[src/rtl/jtkiwi_pkg.sv]
// Shared constants and state encodings for the tile-map scanner.
package jtkiwi_pkg;

  localparam int TILE_W   = 16;
  localparam int MAP_COLS = 32;
  localparam int COL_W    = $clog2(MAP_COLS);
  localparam int TILE_SH  = $clog2(TILE_W);

  typedef enum logic [1:0] {
    F_IDLE = 2'd0,
    F_CODE = 2'd1,
    F_ATTR = 2'd2,
    F_LAST = 2'd3
  } fetch_state_t;

  typedef enum logic [1:0] {
    S_IDLE  = 2'd0,
    S_ISSUE = 2'd1,
    S_GUARD = 2'd2
  } issue_state_t;

endpackage

[src/rtl/jtkiwi_tilescan_fetch.sv]
// VRAM fetch sub-FSM: reads one tile's code and attribute words into the pending registers.
module jtkiwi_tilescan_fetch
  import jtkiwi_pkg::*;
#(
  parameter int VRAM_AW = 11
) (
  input  logic               clk,
  input  logic               rst,
  input  logic               abort,
  input  logic               enable,
  input  logic [COL_W-1:0]   row,
  input  logic [COL_W-1:0]   col,
  input  logic [15:0]        vram_dout,
  input  logic               take,
  output logic [VRAM_AW-1:0] vram_addr,
  output logic               pend_valid,
  output logic [15:0]        pend_code,
  output logic [15:0]        pend_attr,
  output logic               fetched
);

  fetch_state_t st, st_next;

  always_ff @(posedge clk or posedge rst) begin
    if (rst) st <= F_IDLE;
    else     st <= st_next;
  end

  always_comb begin
    st_next = st;
    case (st)
      F_IDLE:  if (enable && !pend_valid) st_next = F_CODE;
      F_CODE:  st_next = F_ATTR;
      F_ATTR:  st_next = F_LAST;
      F_LAST:  st_next = F_IDLE;
      default: st_next = F_IDLE;
    endcase
    if (abort) st_next = F_IDLE;
  end

  // The attribute address is held through F_LAST so the data bus stays on the same word.
  always_comb begin
    vram_addr = '0;
    case (st)
      F_CODE:         vram_addr = VRAM_AW'({1'b0, row, col});
      F_ATTR, F_LAST: vram_addr = VRAM_AW'({1'b1, row, col});
      default:        vram_addr = '0;
    endcase
  end

  assign fetched = (st == F_LAST) && !abort;

  always_ff @(posedge clk or posedge rst) begin
    if (rst) begin
      pend_valid <= 1'b0;
      pend_code  <= '0;
      pend_attr  <= '0;
    end else begin
      if (st == F_ATTR) pend_code <= vram_dout;
      if (st == F_LAST) pend_attr <= vram_dout;
      // A completing fetch outranks a simultaneous hand-off to the issue side.
      if (abort)        pend_valid <= 1'b0;
      else if (fetched) pend_valid <= 1'b1;
      else if (take)    pend_valid <= 1'b0;
    end
  end

endmodule

[src/rtl/jtkiwi_tilescan.sv]
// Line-start tile scanner: latches scroll, walks NTILES map columns and hands tiles to the draw engine.
module jtkiwi_tilescan
  import jtkiwi_pkg::*;
#(
  parameter int NTILES  = 17,
  parameter int VRAM_AW = 11
) (
  input  logic               clk,
  input  logic               rst,
  input  logic               start,
  input  logic [8:0]         vrender,
  input  logic [8:0]         hscr,
  input  logic [8:0]         vscr,
  output logic [VRAM_AW-1:0] vram_addr,
  input  logic [15:0]        vram_dout,
  output logic               draw,
  input  logic               busy,
  output logic [15:0]        code,
  output logic [15:0]        attr,
  output logic [8:0]         xpos,
  output logic [3:0]         ysub,
  output logic               done
);

  localparam int CNT_W = $clog2(NTILES + 1);

  issue_state_t st, st_next;

  logic [COL_W-1:0]   row_reg;
  logic [COL_W-1:0]   col0_reg;
  logic [TILE_SH-1:0] xoff_reg;
  logic [CNT_W-1:0]   nf_reg;
  logic [CNT_W-1:0]   ni_reg;
  logic [8:0]         vy;
  logic [8:0]         xpos_next;
  logic [COL_W-1:0]   col;
  logic               last_tile;
  logic               fetch_en;
  logic               issue_fire;
  logic               pend_valid;
  logic [15:0]        pend_code;
  logic [15:0]        pend_attr;
  logic               fetched;
  logic               unused_bits;

  assign unused_bits = vrender[8];
  assign vy          = {1'b0, vrender[7:0]} + vscr;
  assign col         = col0_reg + COL_W'(nf_reg);
  assign xpos_next   = (9'(ni_reg) << TILE_SH) - 9'(xoff_reg);
  assign last_tile   = (ni_reg == CNT_W'(NTILES));
  assign fetch_en    = (st != S_IDLE) && (nf_reg < CNT_W'(NTILES));

  jtkiwi_tilescan_fetch #(
    .VRAM_AW (VRAM_AW)
  ) u_fetch (
    .clk        (clk),
    .rst        (rst),
    .abort      (start),
    .enable     (fetch_en),
    .row        (row_reg),
    .col        (col),
    .vram_dout  (vram_dout),
    .take       (issue_fire),
    .vram_addr  (vram_addr),
    .pend_valid (pend_valid),
    .pend_code  (pend_code),
    .pend_attr  (pend_attr),
    .fetched    (fetched)
  );

  always_ff @(posedge clk or posedge rst) begin
    if (rst) st <= S_IDLE;
    else     st <= st_next;
  end

  // GUARD always runs to completion, even across a restart, since busy is not yet valid there.
  always_comb begin
    st_next = st;
    case (st)
      S_IDLE:  if (start) st_next = S_ISSUE;
      S_ISSUE: if (!start && pend_valid && !busy) st_next = S_GUARD;
      S_GUARD: st_next = (!start && last_tile) ? S_IDLE : S_ISSUE;
      default: st_next = S_IDLE;
    endcase
  end

  always_comb begin
    issue_fire = (st == S_ISSUE) && pend_valid && !busy && !start;
  end

  always_ff @(posedge clk or posedge rst) begin
    if (rst) begin
      row_reg  <= '0;
      col0_reg <= '0;
      xoff_reg <= '0;
      nf_reg   <= '0;
      ni_reg   <= '0;
      ysub     <= '0;
      done     <= 1'b1;
      draw     <= 1'b0;
      code     <= '0;
      attr     <= '0;
      xpos     <= '0;
    end else begin
      draw <= issue_fire;
      if (start) begin
        row_reg  <= vy[8:4];
        ysub     <= vy[3:0];
        col0_reg <= hscr[8:4];
        xoff_reg <= hscr[3:0];
        nf_reg   <= '0;
        ni_reg   <= '0;
        done     <= 1'b0;
      end else begin
        if (fetched)                   nf_reg <= nf_reg + CNT_W'(1);
        if (issue_fire)                ni_reg <= ni_reg + CNT_W'(1);
        if (st == S_GUARD && last_tile) done  <= 1'b1;
      end
      if (issue_fire) begin
        code <= pend_code;
        attr <= pend_attr;
        xpos <= xpos_next;
      end
    end
  end

endmodule

[config.mk]
export PLATFORM = sky130hd
export DESIGN_NAME = jtkiwi_tilescan
export DESIGN_NICKNAME = d
export VERILOG_FILES = /design/src/rtl/jtkiwi_pkg.sv /design/src/rtl/jtkiwi_tilescan_fetch.sv /design/src/rtl/jtkiwi_tilescan.sv
export SDC_FILE = /design/constraint.sdc
export NUM_CORES = 1
export LEC_CHECK = 0
export BUFFER_PORTS_ARGS = -buffer_cell sky130_fd_sc_hd__clkbuf_2
export CAP_MARGIN = 10
export CORE_MARGIN = 5
export CORE_UTILIZATION = 45
export DETAILED_ROUTE_END_ITERATION = 7
export PLACE_DENSITY = 0.7
export SYNTH_ARGS = -nofsm -noshare
export SYNTH_HDL_FRONTEND = slang
export SYNTH_SLANG_ARGS = --single-unit
[constraint.sdc]
create_clock -name clk -period 3.29 [get_ports clk]
set_input_delay 0.658 -clock clk [delete_from_list [all_inputs] [get_ports clk]]
set_output_delay 0.658 -clock clk [all_outputs]
set_load 0.01 [all_outputs]
# Yosys cells after proc, flatten, opt, wreduce, memory -nomap -nowiden
# Cells that the tools add are included.
[totals] ff_bits=108 wordCells=70 inputBits=47
[classes] mux=17 order_cmp=1 add_sub_neg=5 eq_ne=9 n_reduce_logical=22
[op_table] op="11-bit case mux with 2 select lines" n=1
[op_table] op="5-bit two-way mux" n=4
[op_table] op="5-bit by 1-bit adder with 5-bit output, second input constant" n=2
[op_table] op="1-bit logical AND" n=10
[op_table] op="8-bit by 9-bit adder with 9-bit output" n=1
[op_table] op="9-bit by 4-bit subtractor with 9-bit output" n=1
[op_table] op="2-bit two-way mux" n=4
[op_table] op="2-bit case mux with 4 select lines" n=1
[op_table] op="2-bit nonzero test" n=4
[op_table] op="2-bit == test, second input constant" n=3
[op_table] op="1-bit two-way mux" n=6
[op_table] op="2-bit case mux with 3 select lines" n=1
[op_table] op="5-bit adder" n=1
[op_table] op="5-bit == test, second input constant" n=1
[op_table] op="5-bit < comparator, second input constant" n=1
[op_table] op="2-bit by 1-bit == test with 1-bit output, second input constant" n=2
[op_table] op="2-bit logical NOT" n=2
[op_table] op="2-bit != test, second input constant" n=2
[op_table] op="1-bit logical NOT" n=3
[op_table] op="3-bit by 2-bit != test with 1-bit output, second input constant" n=1
[op_table] op="3-bit nonzero test" n=1
[op_table] op="2-bit AND reduction" n=1
[op_table] op="2-bit OR reduction" n=1

# Depth between registers and ports, before layout
# Gate-level depths: netlist (run 1).
[depth] ltp_word=7 depth_mapped=7 ltp_nobuf=6

# By module
# From an unflattened synthesis (run 1), not the netlist that was laid out.
[unflattened] hier_cells=466 area_unflattened_um2=5104.9
[modules_own_cells] module="jtkiwi_tilescan" instances=1 area_per_inst_um2=3532.1 cells_per_inst=363 seq_area_each_um2=1828.0
[modules_own_cells] module="jtkiwi_tilescan_fetch" instances=1 area_per_inst_um2=1572.8 cells_per_inst=103 seq_area_each_um2=875.8

# Worst setup path after synthesis (run 1)
# Ideal clock, no wire load.
[synth_timing] path_kind="input to register" startpoint="in vrender[0]" endpoint="reg row_reg[2]" stages=6 path_slack_ns=0.960 required_ns=3.174 setup_ns=0.116 arrival_ns=2.214 cell_sequence="ha_1 > fa_1 > a211oi_1 > o21ai_1 > a2111o_1 > o311ai_0"
[synth_between] elab_chain_len=1
[synth_rtl] element="start: declaration" line="jtkiwi_tilescan.sv:11" text="input logic [8:0] vrender,"
[synth_rtl] element="8-bit by 9-bit adder with 9-bit output" line="jtkiwi_tilescan.sv:47" text="assign vy = {1'b0, vrender[7:0]} + vscr;"
[synth_rtl] element="end signal: assignment" line="jtkiwi_tilescan.sv:107" text="row_reg <= vy[8:4];"
[synth_rtl] element="end: declaration" line="jtkiwi_tilescan.sv:29" text="logic [COL_W-1:0] row_reg;"
# Every way passes these cells.
# A chain may end at the register's enable or synchronous reset.

# Worst setup path after layout (run 1)
[layout_timing] startpoint="reg nf_reg[0]" endpoint="out vram_addr[4]"
[layout_between] elab_chain_len=2
[layout_rtl] element="start: declaration" line="jtkiwi_tilescan.sv:32" text="logic [CNT_W-1:0] nf_reg;"
[layout_rtl] element="start signal: assignment" line="jtkiwi_tilescan.sv:115" text="if (fetched) nf_reg <= nf_reg + CNT_W'(1);"
[layout_rtl] element="5-bit adder" line="jtkiwi_tilescan.sv:48" text="assign col = col0_reg + COL_W'(nf_reg);"
[layout_rtl] element="11-bit case mux with 2 select lines" line="jtkiwi_tilescan_fetch.sv:44" text="case (st)"
[layout_rtl] element="end: declaration" line="jtkiwi_tilescan.sv:14" text="output logic [VRAM_AW-1:0] vram_addr,"
# Every way passes these cells.

==> results.md, run 1 <==
- Status: finished clean
- Ports: 105
- CTS tree: done
- Top FF cell, synth: dfrtp_1
- Final period utilization: 0.858
- LEAKAGE: just under 3 nW
- Minimum clock period: between 2000 and 3000 ps
- Via/cell ratio: roughly 5
- Drt first pass iters: 4
- MaxCap Viol Count: 0
- Total Wirelength: 10.3 mm
- Max-Slew Margin vs Limit: 0.465
- First-pass GRT wire length: between 15 and 20 mm
- Hold Crit Class: in2async
- Post-synthesis sequential area ratio: 0.542
- Clk_skew: approximately 12 ps
- Commonest cells post-synth: nand2_1, dfrtp_1, mux2_2
- CORE AREA: 10800 um^2
- Worst R2R End: attr[1]
- Clk root buf: clkbuf_8
- Slack of the critical path: roughly 470 ps
- Syn_area_per_cell: around 11 um^2
- HPWL Detailed: 7.42 mm
- Routed via count: roughly 3500
- Largest net degree at the start of global routing: between 60 and 70
- Synth Warn #: 0
- Placed cells: 690
- Setup Buffers After CTS: 0
- GR Overflow Total: 0
- Final Hold Viols: 0
- Die area: ~13000 um^2
- Num CTS Buffers: 9
- Layout cell share with drive strength beyond 1: 0.313
- Pwr/cell area: just under 700 nW/um^2
- Max VDD drop: around 0.33 mV
- Mapped Nets: around 530
- Post-Syn Area: about 5000 um^2
- Crit. End Element: output port
- Clk sinks: ~110
- Pre-CTS WS: roughly 710 ps
- Core Rows: 38
- Cell taking the most area after synthesis: dfrtp_1
- Synth cell types: 51
- Clock insertion delay at the later pin of the skew report: about 350 ps
- Post-CTS Hold Fix Bufs: 0
- Vias in the first global route: 3598
- H-tree Lvls: 3
- Final net count: about 630
- RSZ-0062 raised after global routing: false
- Largest cells by area after synthesis: dfrtp_1, mux2_2, nand2_1
- DRC: 0
- R2r setup slk: ~1600 ps
- Worst R2R Path Depth: 5
- Routed WL per cell: 14.7 um
- Initial DRC Count: 139
- Non-Filler Instances: 705
- CTS resizes: 0
- Syn Inst Count: approximately 460
- Total negative slack: 0 ps
- DIE WIDTH: approximately 120 um
- Total track usage: 0.161
- Max-slew violations: 0
- Reg2Reg Launch Point: st[1]
- Critical Path RT: approximately 2600 ps
- CP Data Arrival Time: 2160 ps
- Initial Utilization: 0.460
- Most frequent cell after synthesis: nand2_1
- Max Fclk: about 350 MHz
- Area grow syn2layout: 16.2%
- EDFF count, synth: 0
- Final setup viols: 0
- Startpoint class of the critical path: flip-flop
- Die Span Y: about 120 um
- Critical path peak fanout: 5
- # port buffers: approximately 100
- Worst-path clk slew: 100 ps
- Antenna diode count: 0
- Area share of the largest cell type after synthesis: 0.537
- Seq cells post-synth: 108
- Worst-margin pin slew: between 800 and 900 ps
- Antenna Violating Nets Remaining: 0
- Setup CP Type: reg2out
- Initial antenna violation count: 0
- GP Congestion: ~0.85
- Clock Path Buffers: 2
- Ys async rst share: 1.00
how the worst max path moves through the flow:
stage | cells after the start | slack, ps | to | start
6_report | 7 | 470 | vram_addr[4] | nf_reg[0]
5_1_grt | 7 | 350 | vram_addr[4] | nf_reg[0]
4_1_cts | 7 | 440 | vram_addr[4] | nf_reg[0]
3_5_place_dp | 7 | 710 | row_reg[2] | vrender[0]
3_3_place_gp | 7 | 750 | row_reg[2] | vrender[0]
2_1_floorplan | 6 | 960 | row_reg[2] | vrender[0]
power breakdown:
part | internal [W] | switching, W
Clock | 0.000276 | 0.000441
Sequential | 0.00176 | 0.000248
Combinational | 0.000592 | 0.000626
cell usage in the layout (no fill, tap or decap), drive strengths merged, types with 3 or more instances in the layout:
master,instances
nand2,117
a2111oi,3
clkbuf,113
and2,7
o31ai,3
inv,16
mux2,41
a21oi,14
o21a,3
nand4,4
nor2,26
clkinvlp,3
dfrtp,107
buf,6
xnor2,11
a211oi,3
a21o,5
ha,23
or2,3
o21ai,14
xor2,9
kinds of logic (layout without fill, tap and decap cells):
kind of cell	after synthesis	in the layout	share of synthesized area
simple gates	173	173	0.147
fa+ha+maj	25	25	0.0657
xor+xnor	20	20	0.0351
compound gates	57	57	0.0823
buf+inv	35	139	0.0306
mux	43	43	0.0966
flops	108	108	0.542
per-stage QoR:
| stage | power (W) | hold slack [ps] | utilization | cell area (um^2) |
|---|---|---|---|---|
| after floorplan | 0.00280 | 435 | - | 4990 |
| after global placement | 0.00321 | 442 | 0.519 | 5630 |
| after detailed placement | 0.00329 | 449 | 0.519 | 5630 |
| after CTS | 0.00400 | 176 | 0.535 | 5790 |
| after global routing | 0.00422 | 185 | 0.535 | 5790 |
| final | 0.00394 | 193 | 0.535 | 5790 |
cell type report:
class / count / area (um^2)
fillers: 1014 / 5050
flip-flops and latches: 108 / 2700
multi-input cells: 318 / 2130
repair buffers: 109 / 561
well taps: 140 / 175
clock buffers: 10 / 128
inverters: 15 / 60.1
clock inverters: 5 / 37.5
per-layer routing:
layer,global-route usage,up-vias,share of wire
met5,0,-,0
met4,0.0579,0,0.019
met3,0.0232,16,0.036
met2,0.274,58,0.50
met1,0.210,1733,0.45
li1,-,1741,-
critical path, cell delays in order (launching register included):
cell and delay, ps:
dfrtp_1 460, ha_1 240, fa_1 410, a21o_1 170, a21oi_1 200, xnor2_1 90, nor2_1 90, clkbuf_2 150
(Power assumes the default switching activity.)
==> inputs of run 2 (changes only) <==
CELL_PAD_IN_SITES_DETAIL_PLACEMENT = 1   (was unset)
CELL_PAD_IN_SITES_GLOBAL_PLACEMENT = 1   (was unset)
CORE_UTILIZATION = 42   (was 45)
GPL_TIMING_DRIVEN = 0   (was unset)
PLACE_DENSITY = unset   (was 0.7)
PLACE_DENSITY_LB_ADDON = 0.1   (was unset)
clock period = 2.7 ns   (was 3.29 ns; I/O delays follow)
==> results.md, run 2 (same netlist as run 1, synthesis figures left out) <==
- Status: finished clean
- Final Hold Viols: 0
- Routed WL per cell: 16.3 um
- GP Congestion: 0.781
- CP Data Arrival Time: 2040 ps
- Startpoint class of the critical path: flip-flop
- Area grow syn2layout: 22.2%
- Initial Utilization: 0.433
- Critical path peak fanout: 9
- Largest net degree at the start of global routing: 38
- Antenna diode count: 0
- Hold Crit Class: in2async
- H-tree Lvls: 3
- Setup CP Type: reg2out
- Initial DRC Count: 83
- LEAKAGE: 3.09 nW
- Die Span Y: around 120 um
- MaxCap Viol Count: 0
- CTS tree: done
- Initial antenna violation count: 0
- Worst-path clk slew: around 70 ps
- DP Area: ~5700 um^2
- Crit. End Element: output port
- Most frequent cells in the layout: nand2_1, dfrtp_1, clkbuf_2
- Clk_skew: between 10 and 15 ps
- Most common cell after layout, fill and taps aside: nand2_1
- HPWL Detailed: between 8 and 9 mm
- Minimum clock period: about 2600 ps
- DIE WIDTH: ~120 um
- Final setup viols: 0
- Die area: approximately 14000 um^2
- Ports: ~110
- Max VDD drop: around 0.37 mV
- Clock Path Buffers: 2
- Pwr/cell area: 887 nW/um^2
- Clk root buf: clkbuf_16
- First-pass GRT wire length: just over 20 mm
- Critical Path RT: ~2200 ps
- Fin util: 0.529
- Drt first pass iters: 4
- Post-CTS Hold Fix Bufs: 0
- Total chip power: 0.00540 W
- Clock insertion delay at the later pin of the skew report: around 360 ps
- Total negative slack: 0 ps
- Final instance area: about 6100 um^2
- Num CTS Buffers: 9
- Routed via count: between 3000 and 4000
- Clk sinks: about 110
- GR Overflow Total: 0
- Total Wirelength: 11.8 mm
- Max Fclk: between 300 and 400 MHz
- Antenna Violating Nets Remaining: 0
- Max-slew violations: 0
- RSZ-0062 raised after global routing: false
- Fill cells: about 1300
- Core Rows: 39
- Worst-margin pin slew: 688 ps
- Final net count: 651
- Layout cell share with drive strength beyond 1: 0.332
- CORE AREA: 11500 um^2
- Via/cell ratio: about 5
- DRC: 0
- Final period utilization: 0.954
- Total track usage: 0.179
- # port buffers: 103
- Vias in the first global route: 3981
- Max-Slew Margin vs Limit: 0.541
==> run 2: changes by cell type in the layout (fill, tap and decap cells not counted), sizes merged <==
cell	previous run	this run
buf	6	17
bufinv	0	1
clkbuf	113	121
clkinvlp	3	1
inv	16	17
==> run 2: metal layers <==
metal | share of wire | track usage | vias to the layer above | wire (um)
met5 | 0 | 0 | - | 0
met4 | 0.015 | 0.0550 | 0 | 176
met3 | 0.043 | 0.0517 | 12 | 513
met2 | 0.47 | 0.280 | 69 | 5530
met1 | 0.47 | 0.243 | 1817 | 5600
li1 | - | - | 1792 | -
==> run 2: power by group <==
group / total, W / switching (W) / internal, W / leakage, nW
combinational: 0.00155 / 0.000796 / 0.000755 / 1.58
clock: 0.00141 / 0.000625 / 0.000782 / 0.158
sequential: 0.00245 / 0.000296 / 0.00215 / 1.36
total: 0.00540 / 0.00172 / 0.00369 / 3.09
==> run 2: worst paths after layout <==
path	startpoint	depth (start not counted)	endpoint	slack (ps)
worst max-delay path	u_fetch.st[0]	8	vram_addr[1]	120
worst min-delay path	rst	2	xpos[3]	90
worst max register to register	u_fetch.st[0]	4	u_fetch.pend_attr[14]	910
worst min register to register	u_fetch.pend_attr[4]	2	attr[4]	470
max in group asynchronous	rst	5	draw	1660
min in group clk	hscr[0]	3	xoff_reg[0]	410
==> run 2: cell type report <==
| class | instances | area, um^2 | area share |
|---|---|---|---|
| Tap cell | 143 | 179 | 0.0294 |
| Clock buffer | 11 | 253 | 0.0415 |
| Inverter | 15 | 60.1 | 0.00986 |
| Clock inverter | 5 | 63.8 | 0.0105 |
| Multi-Input combinational cell | 318 | 2150 | 0.353 |
| Buffer | 20 | 98.8 | 0.0162 |
| Sequential cell | 108 | 2710 | 0.444 |
| Timing Repair Buffer | 107 | 583 | 0.0957 |
==> run 2: repair_timing <==
item | in CTS | in global routing
gates resized for setup | 2 | 6
pin swaps | 0 | 0
setup endpoints to repair | 8 | 10
cloned | 0 | 0
setup buffers | 1 | 0
==> run 2: critical path: stages (launching register included) <==
cell	delay [ps]
dfrtp_1	360
inv_1	80
ha_1	190
clkbuf_4	190
or2_2	330
nor2_2	150
nor2_4	80
and2_1	170
clkbuf_2	130
==> run 2: stage by stage <==
step | hold slack, ps | worst slack [ps] | std cells
after global routing | 88.7 | 2.62 | 727
final | 87.1 | 123 | 727
after floorplan | 435 | 488 | 461
after CTS | 85.6 | 13.9 | 727
after global placement | 446 | 102 | 707
after detailed placement | 455 | 176 | 710
